`config.mk`:
```
export PLATFORM = sky130hd
export DESIGN_NAME = seg_scan_ctrl
export DESIGN_NICKNAME = d
export VERILOG_FILES = /design/src/rtl/seg_scan_ctrl.sv
export SDC_FILE = /design/constraint.sdc
export NUM_CORES = 1
export LEC_CHECK = 0
export BUFFER_PORTS_ARGS = -buffer_cell sky130_fd_sc_hd__buf_2
export CAP_MARGIN = 0
export CORE_ASPECT_RATIO = 0.9
export CORE_UTILIZATION = 50
export DETAILED_ROUTE_END_ITERATION = 8
export PLACE_DENSITY = 0.76
export SYNTH_ARGS = -nofsm -noshare
export SYNTH_HDL_FRONTEND = slang
export SYNTH_SLANG_ARGS = --single-unit
```
`constraint.sdc`:
```
create_clock -name clk -period 2.6 [get_ports clk]
set_input_delay 0.52 -clock clk [delete_from_list [all_inputs] [get_ports clk]]
set_output_delay 0.52 -clock clk [all_outputs]
set_load 0.01 [all_outputs]
```
`src/rtl/seg_scan_ctrl.sv`:
```
// -----------------------------------------------------------------------------
// seg_scan_ctrl
//   Parametrised N-digit multiplexed 7-segment display controller.
//   A prescaler divides the master clock into digit slots. After reset the
//   controller waits one full slot (PRIME), then scans the digits from
//   rightmost (0) to leftmost. Each slot begins with GUARD cycles with all
//   anodes off, which prevents ghosting between digits. The inputs
//   digits/dp_in/blank(/blink) are copied into shadow registers only at
//   scan boundaries, so a scan never mixes old and new values.
//
//   Optional feature macro: SEG_BLINK_EN
//     When defined, digits whose blink bit was latched at the snapshot go
//     dark during alternate groups of BLINK_DIV scans. When undefined, the
//     blink port is ignored.
//
// Ports
//   clk        in   master clock
//   clr        in   asynchronous reset, active-high
//   digits     in   hex nibble per digit, digit i = digits[4i+3:4i], digit 0 rightmost
//   dp_in      in   decimal point request per digit
//   blank      in   1 = digit kept dark
//   blink      in   1 = digit blinks (SEG_BLINK_EN only)
//   seg        out  segments {g,f,e,d,c,b,a}
//   dp         out  decimal point
//   an         out  anode enables, one-hot when active
//   scan_done  out  one-cycle pulse after each complete scan
// -----------------------------------------------------------------------------
module seg_scan_ctrl #(
   parameter int NUM_DIGITS = 4,
   parameter int CLK_DIV    = 50000,
   parameter int GUARD      = 2,
   parameter int ACTIVE_LOW = 1,
   parameter int BLINK_DIV  = 250
) (
   input  logic                    clk,
   input  logic                    clr,
   input  logic [4*NUM_DIGITS-1:0] digits,
   input  logic [NUM_DIGITS-1:0]   dp_in,
   input  logic [NUM_DIGITS-1:0]   blank,
   input  logic [NUM_DIGITS-1:0]   blink,
   output logic [6:0]              seg,
   output logic                    dp,
   output logic [NUM_DIGITS-1:0]   an,
   output logic                    scan_done
);

   localparam int CNT_W = (CLK_DIV > 1) ? $clog2(CLK_DIV) : 1;
   localparam int IDX_W = (NUM_DIGITS > 1) ? $clog2(NUM_DIGITS) : 1;
   localparam logic [CNT_W-1:0] CNT_MAX = CNT_W'(CLK_DIV - 1);
   localparam logic [CNT_W-1:0] GUARD_C = CNT_W'(GUARD);
   localparam logic [IDX_W-1:0] IDX_MAX = IDX_W'(NUM_DIGITS - 1);
   localparam logic             POL     = (ACTIVE_LOW != 0);
   localparam logic [NUM_DIGITS-1:0] AN_OFF  = {NUM_DIGITS{POL}};
   localparam logic [6:0]            SEG_OFF = {7{POL}};

   // Active-high gfedcba pattern for a hex nibble
   function automatic logic [6:0] hex7(input logic [3:0] n);
      case (n)
         4'h0: hex7 = 7'h3F;   4'h1: hex7 = 7'h06;
         4'h2: hex7 = 7'h5B;   4'h3: hex7 = 7'h4F;
         4'h4: hex7 = 7'h66;   4'h5: hex7 = 7'h6D;
         4'h6: hex7 = 7'h7D;   4'h7: hex7 = 7'h07;
         4'h8: hex7 = 7'h7F;   4'h9: hex7 = 7'h6F;
         4'hA: hex7 = 7'h77;   4'hB: hex7 = 7'h7C;
         4'hC: hex7 = 7'h39;   4'hD: hex7 = 7'h5E;
         4'hE: hex7 = 7'h79;   4'hF: hex7 = 7'h71;
         default: hex7 = 7'h00;
      endcase
   endfunction

   typedef enum logic {ST_PRIME = 1'b0, ST_SCAN = 1'b1} state_t;

   state_t                  state_q, state_d;
   logic [CNT_W-1:0]        cnt_q, cnt_d;
   logic [IDX_W-1:0]        idx_q, idx_d;
   logic [4*NUM_DIGITS-1:0] sh_dig_q, sh_dig_d;
   logic [NUM_DIGITS-1:0]   sh_dp_q, sh_dp_d;
   logic [NUM_DIGITS-1:0]   sh_blank_q, sh_blank_d;
   logic                    done_q, done_d;
   logic [NUM_DIGITS-1:0]   an_q, an_d;
   logic [6:0]              seg_q, seg_d;
   logic                    dp_q, dp_d;

   logic                    tick_s, load_s, scan_end_s, lit_s, blink_dark_s;
   logic [NUM_DIGITS-1:0]   onehot_s;
   logic [3:0]              nib_s;

   // Prescaler, scan sequencing and shadow snapshot
   always_comb begin
      tick_s     = (cnt_q == CNT_MAX);
      cnt_d      = tick_s ? '0 : cnt_q + CNT_W'(1);
      state_d    = state_q;
      idx_d      = idx_q;
      load_s     = 1'b0;
      scan_end_s = 1'b0;
      done_d     = 1'b0;
      case (state_q)
         ST_PRIME: begin
            if (tick_s) begin
               state_d = ST_SCAN;
               idx_d   = '0;
               load_s  = 1'b1;
            end else begin
               state_d = ST_PRIME;
            end
         end
         ST_SCAN: begin
            if (tick_s && (idx_q == IDX_MAX)) begin
               idx_d      = '0;
               load_s     = 1'b1;
               scan_end_s = 1'b1;
               done_d     = 1'b1;
            end else if (tick_s) begin
               idx_d = idx_q + IDX_W'(1);
            end else begin
               idx_d = idx_q;
            end
         end
         default: begin
            state_d = ST_PRIME;
            idx_d   = '0;
         end
      endcase
      sh_dig_d   = load_s ? digits : sh_dig_q;
      sh_dp_d    = load_s ? dp_in  : sh_dp_q;
      sh_blank_d = load_s ? blank  : sh_blank_q;
   end

`ifdef SEG_BLINK_EN
   localparam int BC_W = (BLINK_DIV > 1) ? $clog2(BLINK_DIV) : 1;
   localparam logic [BC_W-1:0] BC_MAX = BC_W'(BLINK_DIV - 1);

   logic [BC_W-1:0]       bcnt_q, bcnt_d;
   logic                  phase_q, phase_d;
   logic [NUM_DIGITS-1:0] sh_blink_q, sh_blink_d;

   // Blink phase advances once every BLINK_DIV completed scans
   always_comb begin
      bcnt_d     = bcnt_q;
      phase_d    = phase_q;
      sh_blink_d = load_s ? blink : sh_blink_q;
      if (scan_end_s && (bcnt_q == BC_MAX)) begin
         bcnt_d  = '0;
         phase_d = ~phase_q;
      end else if (scan_end_s) begin
         bcnt_d = bcnt_q + BC_W'(1);
      end else begin
         bcnt_d = bcnt_q;
      end
      blink_dark_s = phase_q & sh_blink_q[idx_q];
   end

   // Blink state registers
   always_ff @(posedge clk or posedge clr) begin
      if (clr) begin
         bcnt_q     <= '0;
         phase_q    <= 1'b0;
         sh_blink_q <= '0;
      end else begin
         bcnt_q     <= bcnt_d;
         phase_q    <= phase_d;
         sh_blink_q <= sh_blink_d;
      end
   end
`else
   logic unused_blink;
   assign unused_blink = ^blink;
   assign blink_dark_s = 1'b0;
`endif

   // Slot output decode; an/seg/dp go dark together during guard or blanking
   always_comb begin
      for (int i = 0; i < NUM_DIGITS; i++) begin
         onehot_s[i] = (idx_q == IDX_W'(i));
      end
      nib_s = sh_dig_q[{idx_q, 2'b00} +: 4];
      lit_s = (state_q == ST_SCAN) && (cnt_q >= GUARD_C) &&
              !sh_blank_q[idx_q] && !blink_dark_s;
      if (lit_s) begin
         an_d  = onehot_s ^ AN_OFF;
         seg_d = hex7(nib_s) ^ SEG_OFF;
         dp_d  = sh_dp_q[idx_q] ^ POL;
      end else begin
         an_d  = AN_OFF;
         seg_d = SEG_OFF;
         dp_d  = POL;
      end
   end

   // State and registered outputs
   always_ff @(posedge clk or posedge clr) begin
      if (clr) begin
         state_q    <= ST_PRIME;
         cnt_q      <= '0;
         idx_q      <= '0;
         sh_dig_q   <= '0;
         sh_dp_q    <= '0;
         sh_blank_q <= '0;
         done_q     <= 1'b0;
         an_q       <= AN_OFF;
         seg_q      <= SEG_OFF;
         dp_q       <= POL;
      end else begin
         state_q    <= state_d;
         cnt_q      <= cnt_d;
         idx_q      <= idx_d;
         sh_dig_q   <= sh_dig_d;
         sh_dp_q    <= sh_dp_d;
         sh_blank_q <= sh_blank_d;
         done_q     <= done_d;
         an_q       <= an_d;
         seg_q      <= seg_d;
         dp_q       <= dp_d;
      end
   end

   assign an        = an_q;
   assign seg       = seg_q;
   assign dp        = dp_q;
   assign scan_done = done_q;

endmodule

```
==> results.py, run 1 <==
metrics = {
    "grt": {
        "grt_max_degree": 33,
        "grt_antenna_before_repair": 0,
        "track_usage": 0.199,
        "grt_overflow": 0,
        "use_met2": 0.300,
        "grt_pass1_wl_um": 8830,
        "grt_pass1_vias": 1880,
        "grtUsageMet3": 0.0398,
        "top_usage_layer": "met2",
        "use_met1": 0.280,
    },
    "setup_path": {
        "r2r_start": "idx_q[0]$_DFFE_PP0P_",
        "crit_path_frequent_cell": "buf_4",
        "r2r_cells": 5,
        "worstPathArrival_ps": 2210,
        "crit_path_max_fanout": 25,
        "r2r_end": "sh_dig_q[14]$_DFFE_PP0P_",
        "slowest_stage": "dfrtp_1",
        "crit_required_ps": 2790,
        "critPathCaptureType": "register",
        "crit_path_max_incr_delay_ps": 440,
        "critical_path_class": "register to register",
        "r2r_slack_ps": 580,
        "start_kind": "register",
        "worstPathCellList": "buf_4 > ha_1 > o211ai_4 > buf_4 > mux2_2",
    },
    "detailed_routing": {
        "drt_pre_antenna_iters": 4,
        "routed_wirelength_um": 5180,
        "vias": 1860,
        "wl_per_cell_um": 15.3,
        "drc_errors": 0,
        "routed_via_density": 5.49,
        "antenna_left": 0,
        "drtIter0Drc": 89,
    },
    "cells_and_area": {
        "layout.nets": 312,
        "antenna_cells": 0,
        "area_delta_synth_final_pct": 13.3,
        "final_layout_size_suffix_gt1_frac": 0.371,
    },
    "cts": {
        "post-cts-setup-buffers": 0,
        "path_clk_slew_ps": 100,
        "cts_tree": "yes",
        "clk_latency_ps": 300,
        "post_cts_resized": 0,
        "clkSinkCount": 56,
        "root_buffer": "clkbuf_8",
        "cts_buffer_depth": 2,
        "ctsHoldBuffers": 0,
        "cts_buffers": 5,
        "h-tree-depth": 2,
    },
    "synth": {
        "synth.distinct_cells": 44,
        "synth_edf_count": 0,
        "synth.avg_cell_area_um2": 12.7,
        "synth_largest_area_cell": "dfrtp_1",
        "netlist.area_leader.share": 0.387,
        "async_flop_share": 1.00,
        "synth_area_um2": 2850,
        "synthTopCellsByCount": "44 x dfrtp_1, 19 x mux2_4, 16 x nand3_1",
        "synth_area_leaders": "dfrtp_1 39%, dfstp_2 11%, mux2_4 10%",
        "yosys.cell_count.top_type": "dfrtp_1",
        "synthFlopType": "dfrtp_1",
        "yosys_warnings": 0,
        "synth-seq-cells": 56,
        "syn_nets": 266,
        "netlist_instances": 225,
        "yosysSeqAreaShare": 0.497,
    },
    "pwr": {
        "vdd_drop_max_v": 0.000314,
        "p_leak_nw": 1.50,
        "powerDensity_nw_per_um2": 488,
    },
    "floorplanning": {
        "die_x_um": 81.6,
        "die-area_um2": 6000,
        "start_util": 0.529,
        "ios": 43,
        "core_area_um2": 5380,
        "dieHeight_um": 73.6,
        "row_count": 25,
    },
    "timing": {
        "hold_viol_final": 0,
        "fin_crit_ps": 2020,
        "setup-violations-final": 0,
        "layout_worst_path_cycle_share": 0.776,
        "finalMaxSlewViolations": 0,
        "relSlewSlack": 0.561,
        "finalSetupTns_ps": 0,
        "rsz0062_at_grt": "false",
        "fin_hold_ws_ps": 300,
        "fmax_mhz": 495,
        "worstMarginPinSlew_ps": 657,
        "clock_skew_ps": 4.55,
    },
    "job": {
        "cap_violations": 0,
    },
    "place": {
        "numPortBuffers": 38,
        "gp_congestion": 0.867,
        "hpwl_um": 3810,
    },
    "min_path": {
        "hold_path_class": "input pin to async pin",
    },
    "outcome": {
        "outcome": "completed",
    },
}
[flip-flops by register name, indices dropped and copies added, names as in the netlist]
register,cells
idx_q,2
dp,1
an,4
seg,7
cnt_q,16
sh_dig_q,16
state_q,1
sh_dp_q,4
scan_done,1
sh_blank_q,4
[per-layer routing]
layer / vias to the layer above / part of all wire
met1: 929 / 0.48
met4: 0 / 0.012
met3: 5 / 0.035
met5: - / 0
li1: 885 / -
met2: 41 / 0.47
[cell usage in the layout, fill, tap and decap left out, types with 4 or more instances in the layout]
cell / instances
clkbuf_8: 5
nor2_1: 13
ha_1: 11
mux2_2: 6
and3_1: 5
mux2i_1: 6
buf_2: 38
nand3_1: 16
nand2_1: 12
dfrtp_1: 44
buf_4: 8
nor3_1: 7
xor2_1: 10
dfstp_2: 12
xnor2_1: 5
mux4_2: 4
inv_1: 10
mux2_4: 19
[area by class of cell]
cell class,count,area (µm²)
inverters,11,41.3
clock buffers,6,72.6
clock inverters,2,35.0
multi-input cells,151,1330
repair buffers,46,250
well taps,67,83.8
flip-flops and latches,56,1420
fillers,455,2150
[where the power goes]
part           leakage [nW]  total (W)  internal (W)  switching (W)
Sequential            0.671   0.000904      0.000890      0.0000139
Combinational         0.770   0.000110     0.0000589      0.0000507
Clock                0.0552   0.000560      0.000286       0.000273
Total                  1.50    0.00157       0.00124       0.000338
[critical path, delay by kind of cell, from the launching register on]
family / cells / cell delay (ps)
buffers and inverters: 2 / 600
DFF: 1 / 440
muxes: 1 / 400
adders and majority gates: 1 / 270
AOI/OAI and AO/OA: 1 / 190
[how the worst max path moves through the flow]
stage                               from                        to  slack [ps]  depth (start not counted)
floorplan           idx_q[0]$_DFFE_PP0P_          seg[3]$_DFF_PP1_         720                          7
CTS                 idx_q[0]$_DFFE_PP0P_  sh_dig_q[14]$_DFFE_PP0P_         570                          5
detailed placement  idx_q[0]$_DFFE_PP0P_  sh_dig_q[14]$_DFFE_PP0P_         600                          5
finish              idx_q[0]$_DFFE_PP0P_  sh_dig_q[14]$_DFFE_PP0P_         580                          5
global placement    idx_q[0]$_DFFE_PP0P_  sh_dig_q[13]$_DFFE_PP0P_         630                          5
global route        idx_q[0]$_DFFE_PP0P_  sh_dig_q[14]$_DFFE_PP0P_         490                          5
[kinds of logic (layout without fill, tap and decap cells)]
| kind of cell | count (synthesis) | count (layout) | share of synthesized area |
|---|---|---|---|
| muxes | 37 | 37 | 0.195 |
| DFF | 56 | 56 | 0.497 |
| buffers and inverters | 18 | 65 | 0.0365 |
| adders and majority gates | 11 | 11 | 0.0483 |
| and+or+nand+nor | 71 | 71 | 0.131 |
| xor gates and xnor gates | 15 | 15 | 0.0461 |
| AOI/OAI and AO/OA | 17 | 17 | 0.0461 |
[stage by stage]
| stage | utilization | cell area, µm² | total power, W | instances | setup slack [ps] |
|---|---|---|---|---|---|
| after CTS | 0.600 | 3230 | 0.00159 | 339 | 572 |
| after floorplan | - | 2850 | 0.000991 | 225 | 721 |
| final | 0.600 | 3230 | 0.00157 | 339 | 582 |
| after global placement | 0.580 | 3120 | 0.00102 | 331 | 632 |
| after detailed placement | 0.580 | 3120 | 0.00103 | 331 | 600 |
| after global routing | 0.600 | 3230 | 0.00164 | 339 | 495 |
(Power assumes the default switching activity.)
==> inputs of run 2 (changes only) <==
Settings changed: ABC_AREA from default to 1, PLACE_DENSITY 0.76 to 0.78.
Clock period 2.6 ns to 1.8 ns, I/O delays scaled along.
==> run 2 against run 1 <==
Compared with the run above:
- sequential power increased by 39%
- critical path depth rose by 2
- cell count rose by 74%
- core utilization decreased by 0.097 points
- clock power up 18%
- global-route usage grew 1.3 points
- first-iteration DRC count up 99%
- routed wire length is 30% higher
- synthesized cell count grew 100%
- via count up 52%
- worst setup slack lost 460 ps
- clock skew up 7.0 ps
- critical path type unchanged
- critical endpoint is now sh_blank_q[2]$_DFFE_PP0P_
- largest cell class is now multi-input gates
==> results.py, run 2 <==
metrics = {
    "detailed_routing": {
        "wl_per_cell_um": 11.4,
        "vias": 2830,
        "routed_via_density": 4.80,
        "drc_errors": 0,
        "drtIter0Drc": 177,
        "antenna_left": 0,
        "drt_pre_antenna_iters": 4,
        "routed_wirelength_um": 6760,
    },
    "cts": {
        "root_buffer": "clkbuf_8",
        "path_clk_slew_ps": 100,
        "cts_buffer_depth": 2,
        "cts_tree": "yes",
        "clk_latency_ps": 300,
        "clkSinkCount": 56,
        "cts_buffers": 5,
        "h-tree-depth": 2,
    },
    "grt": {
        "track_usage": 0.212,
        "grt_pass1_wl_um": 11600,
        "grt_max_degree": 57,
        "grt_antenna_before_repair": 0,
        "grt_pass1_vias": 2571,
        "grt_overflow": 0,
    },
    "setup_path": {
        "cp-endpoint": "sh_blank_q[2]$_DFFE_PP0P_",
        "r2r_end": "sh_blank_q[2]$_DFFE_PP0P_",
        "start_kind": "register",
        "crit_path_max_incr_delay_ps": 510,
        "worstPathCellList": "ha_1 > inv_1 > nand2_1 > nand3_2 > nand2_1 > nand2_1 > inv_1",
        "crit_path_frequent_cell": "nand2_1",
        "critPathCaptureType": "register",
        "crit_path_start": "idx_q[1]$_DFFE_PP0P_",
        "cp_num_cells": 7,
        "r2r_cells": 7,
        "crit_path_max_fanout": 12,
        "slowest_stage": "dfrtp_1",
        "path_buf_inv": 2,
        "worstPathArrival_ps": 1930,
        "r2r_start": "idx_q[1]$_DFFE_PP0P_",
        "critical_path_class": "register to register",
        "crit_required_ps": 2050,
        "path_delay_family": "simple AND/OR/NAND/NOR gates",
        "r2r_slack_ps": 120,
    },
    "cells_and_area": {
        "finalNonFillerCells": 590,
        "seqCellArea_um2": 1420,
        "area_delta_synth_final_pct": 13.3,
        "n_fill_cell": 589,
        "antenna_cells": 0,
        "multiInputGateArea_um2": 1430,
        "layout_common_cells": "134 x nand2_1, 96 x inv_1, 43 x dfrtp_1",
        "layout.nets": 543,
        "final_layout_size_suffix_gt1_frac": 0.181,
        "design_area_um2": 3740,
        "final_common_cell": "nand2_1",
    },
    "synth": {
        "yosys_warnings": 0,
        "synth-seq-cells": 56,
        "synth.distinct_cells": 25,
        "synthTopCellsByCount": "135 x nand2_1, 97 x inv_1, 44 x dfrtp_1",
        "synth.avg_cell_area_um2": 7.23,
        "synthFlopType": "dfrtp_1",
        "netlist_instances": 457,
        "synth_area_leaders": "dfrtp_1 33%, nand2_1 15%, inv_1 11%",
        "synth_area_um2": 3300,
        "netlist.area_leader.share": 0.333,
        "yosys.cell_count.top_type": "nand2_1",
        "syn_nets": 498,
        "async_flop_share": 1.00,
        "synth_edf_count": 0,
        "synth_largest_area_cell": "dfrtp_1",
        "yosysSeqAreaShare": 0.429,
    },
    "timing": {
        "finalSetupTns_ps": 0,
        "layout_worst_path_cycle_share": 0.932,
        "relSlewSlack": 0.741,
        "fmax_mhz": 596,
        "setup-violations-final": 0,
        "fin_hold_ws_ps": 104,
        "fin_crit_ps": 1680,
        "clock_skew_ps": 11.5,
        "hold_viol_final": 0,
        "worstMarginPinSlew_ps": 387,
        "finalMaxSlewViolations": 0,
    },
    "floorplanning": {
        "core_area_um2": 6250,
        "dieHeight_um": 79.1,
        "die_x_um": 87.7,
        "start_util": 0.529,
        "row_count": 27,
        "ios": 43,
        "die-area_um2": 6940,
    },
    "pwr": {
        "vdd_drop_max_v": 0.000329,
        "p_leak_nw": 2.26,
        "powerDensity_nw_per_um2": 530,
    },
    "min_path": {
        "hold_path_class": "input pin to async pin",
    },
    "place": {
        "numPortBuffers": 38,
        "place_inst": 580,
        "postPlaceCellArea_um2": 3640,
        "hpwl_um": 4910,
        "gp_congestion": 0.865,
    },
    "outcome": {
        "outcome": "completed",
    },
    "job": {
        "cap_violations": 0,
    },
}
[run 2: final cells by class]
cell class | count | area share
inverters | 103 | 0.104
repair buffers | 50 | 0.0849
clock inverters | 1 | 0.00134
flip-flops and latches | 56 | 0.379
well taps | 87 | 0.0291
multi-input cells | 286 | 0.381
clock buffers | 7 | 0.0204
[run 2: what timing repair did]
item,in CTS,in global routing
setup endpoints to repair,0,28
resized for setup,0,3
buffers inserted,0,1
hold buffers,0,0
[run 2: stage by stage]
stage          power, W  utilization  worst slack, ps
2_1_floorplan   0.00131            -             88.6
3_3_place_gp    0.00135        0.582              150
3_5_place_dp    0.00135        0.582             52.2
4_1_cts         0.00200        0.595             42.9
5_1_grt         0.00207        0.599            -10.1
6_report        0.00198        0.599              122
[run 2: worst min-delay path by stage]
stage / start / endpoint / slack (ps)
floorplan: cnt_q[0]$_DFF_PP0_ / cnt_q[0]$_DFF_PP0_ / 450
global placement: clr / cnt_q[12]$_DFF_PP0_ / 440
detailed placement: clr / cnt_q[13]$_DFF_PP0_ / 440
CTS: clr / sh_dig_q[10]$_DFFE_PP0P_ / 110
global route: clr / cnt_q[13]$_DFF_PP0_ / 110
finish: clr / sh_dig_q[14]$_DFFE_PP0P_ / 100
[run 2: logic make-up (layout without fill, tap and decap cells)]
group           after synthesis  after routing  synth area share
buf+inv                     116            161             0.143
fa+ha+maj                    11             11            0.0417
simple gates                258            259             0.359
xor+xnor                      3              3           0.00796
flops                        56             56             0.429
compound gates               13             13            0.0197
[run 2: per-layer routing]
| metal | up-vias | GRT usage | part of all wire |
|---|---|---|---|
| li1 | 1469 | - | - |
| met3 | 4 | 0.0322 | 0.037 |
| met5 | - | 0 | 0 |
| met1 | 1300 | 0.309 | 0.51 |
| met4 | 0 | 0.0623 | 0.0061 |
| met2 | 57 | 0.327 | 0.45 |
[run 2: worst register-to-register path: cells and delay by family (launching register included)]
| family | cells | cell delay [ps] |
|---|---|---|
| adders and majority gates | 1 | 240 |
| buffers and inverters | 2 | 110 |
| DFF | 1 | 510 |
| and+or+nand+nor | 4 | 780 |
[run 2: power by group]
part	switching, W	internal (W)
clock network	0.000383	0.000274
registers	0	0.00126
logic	0.0000387	0.0000273
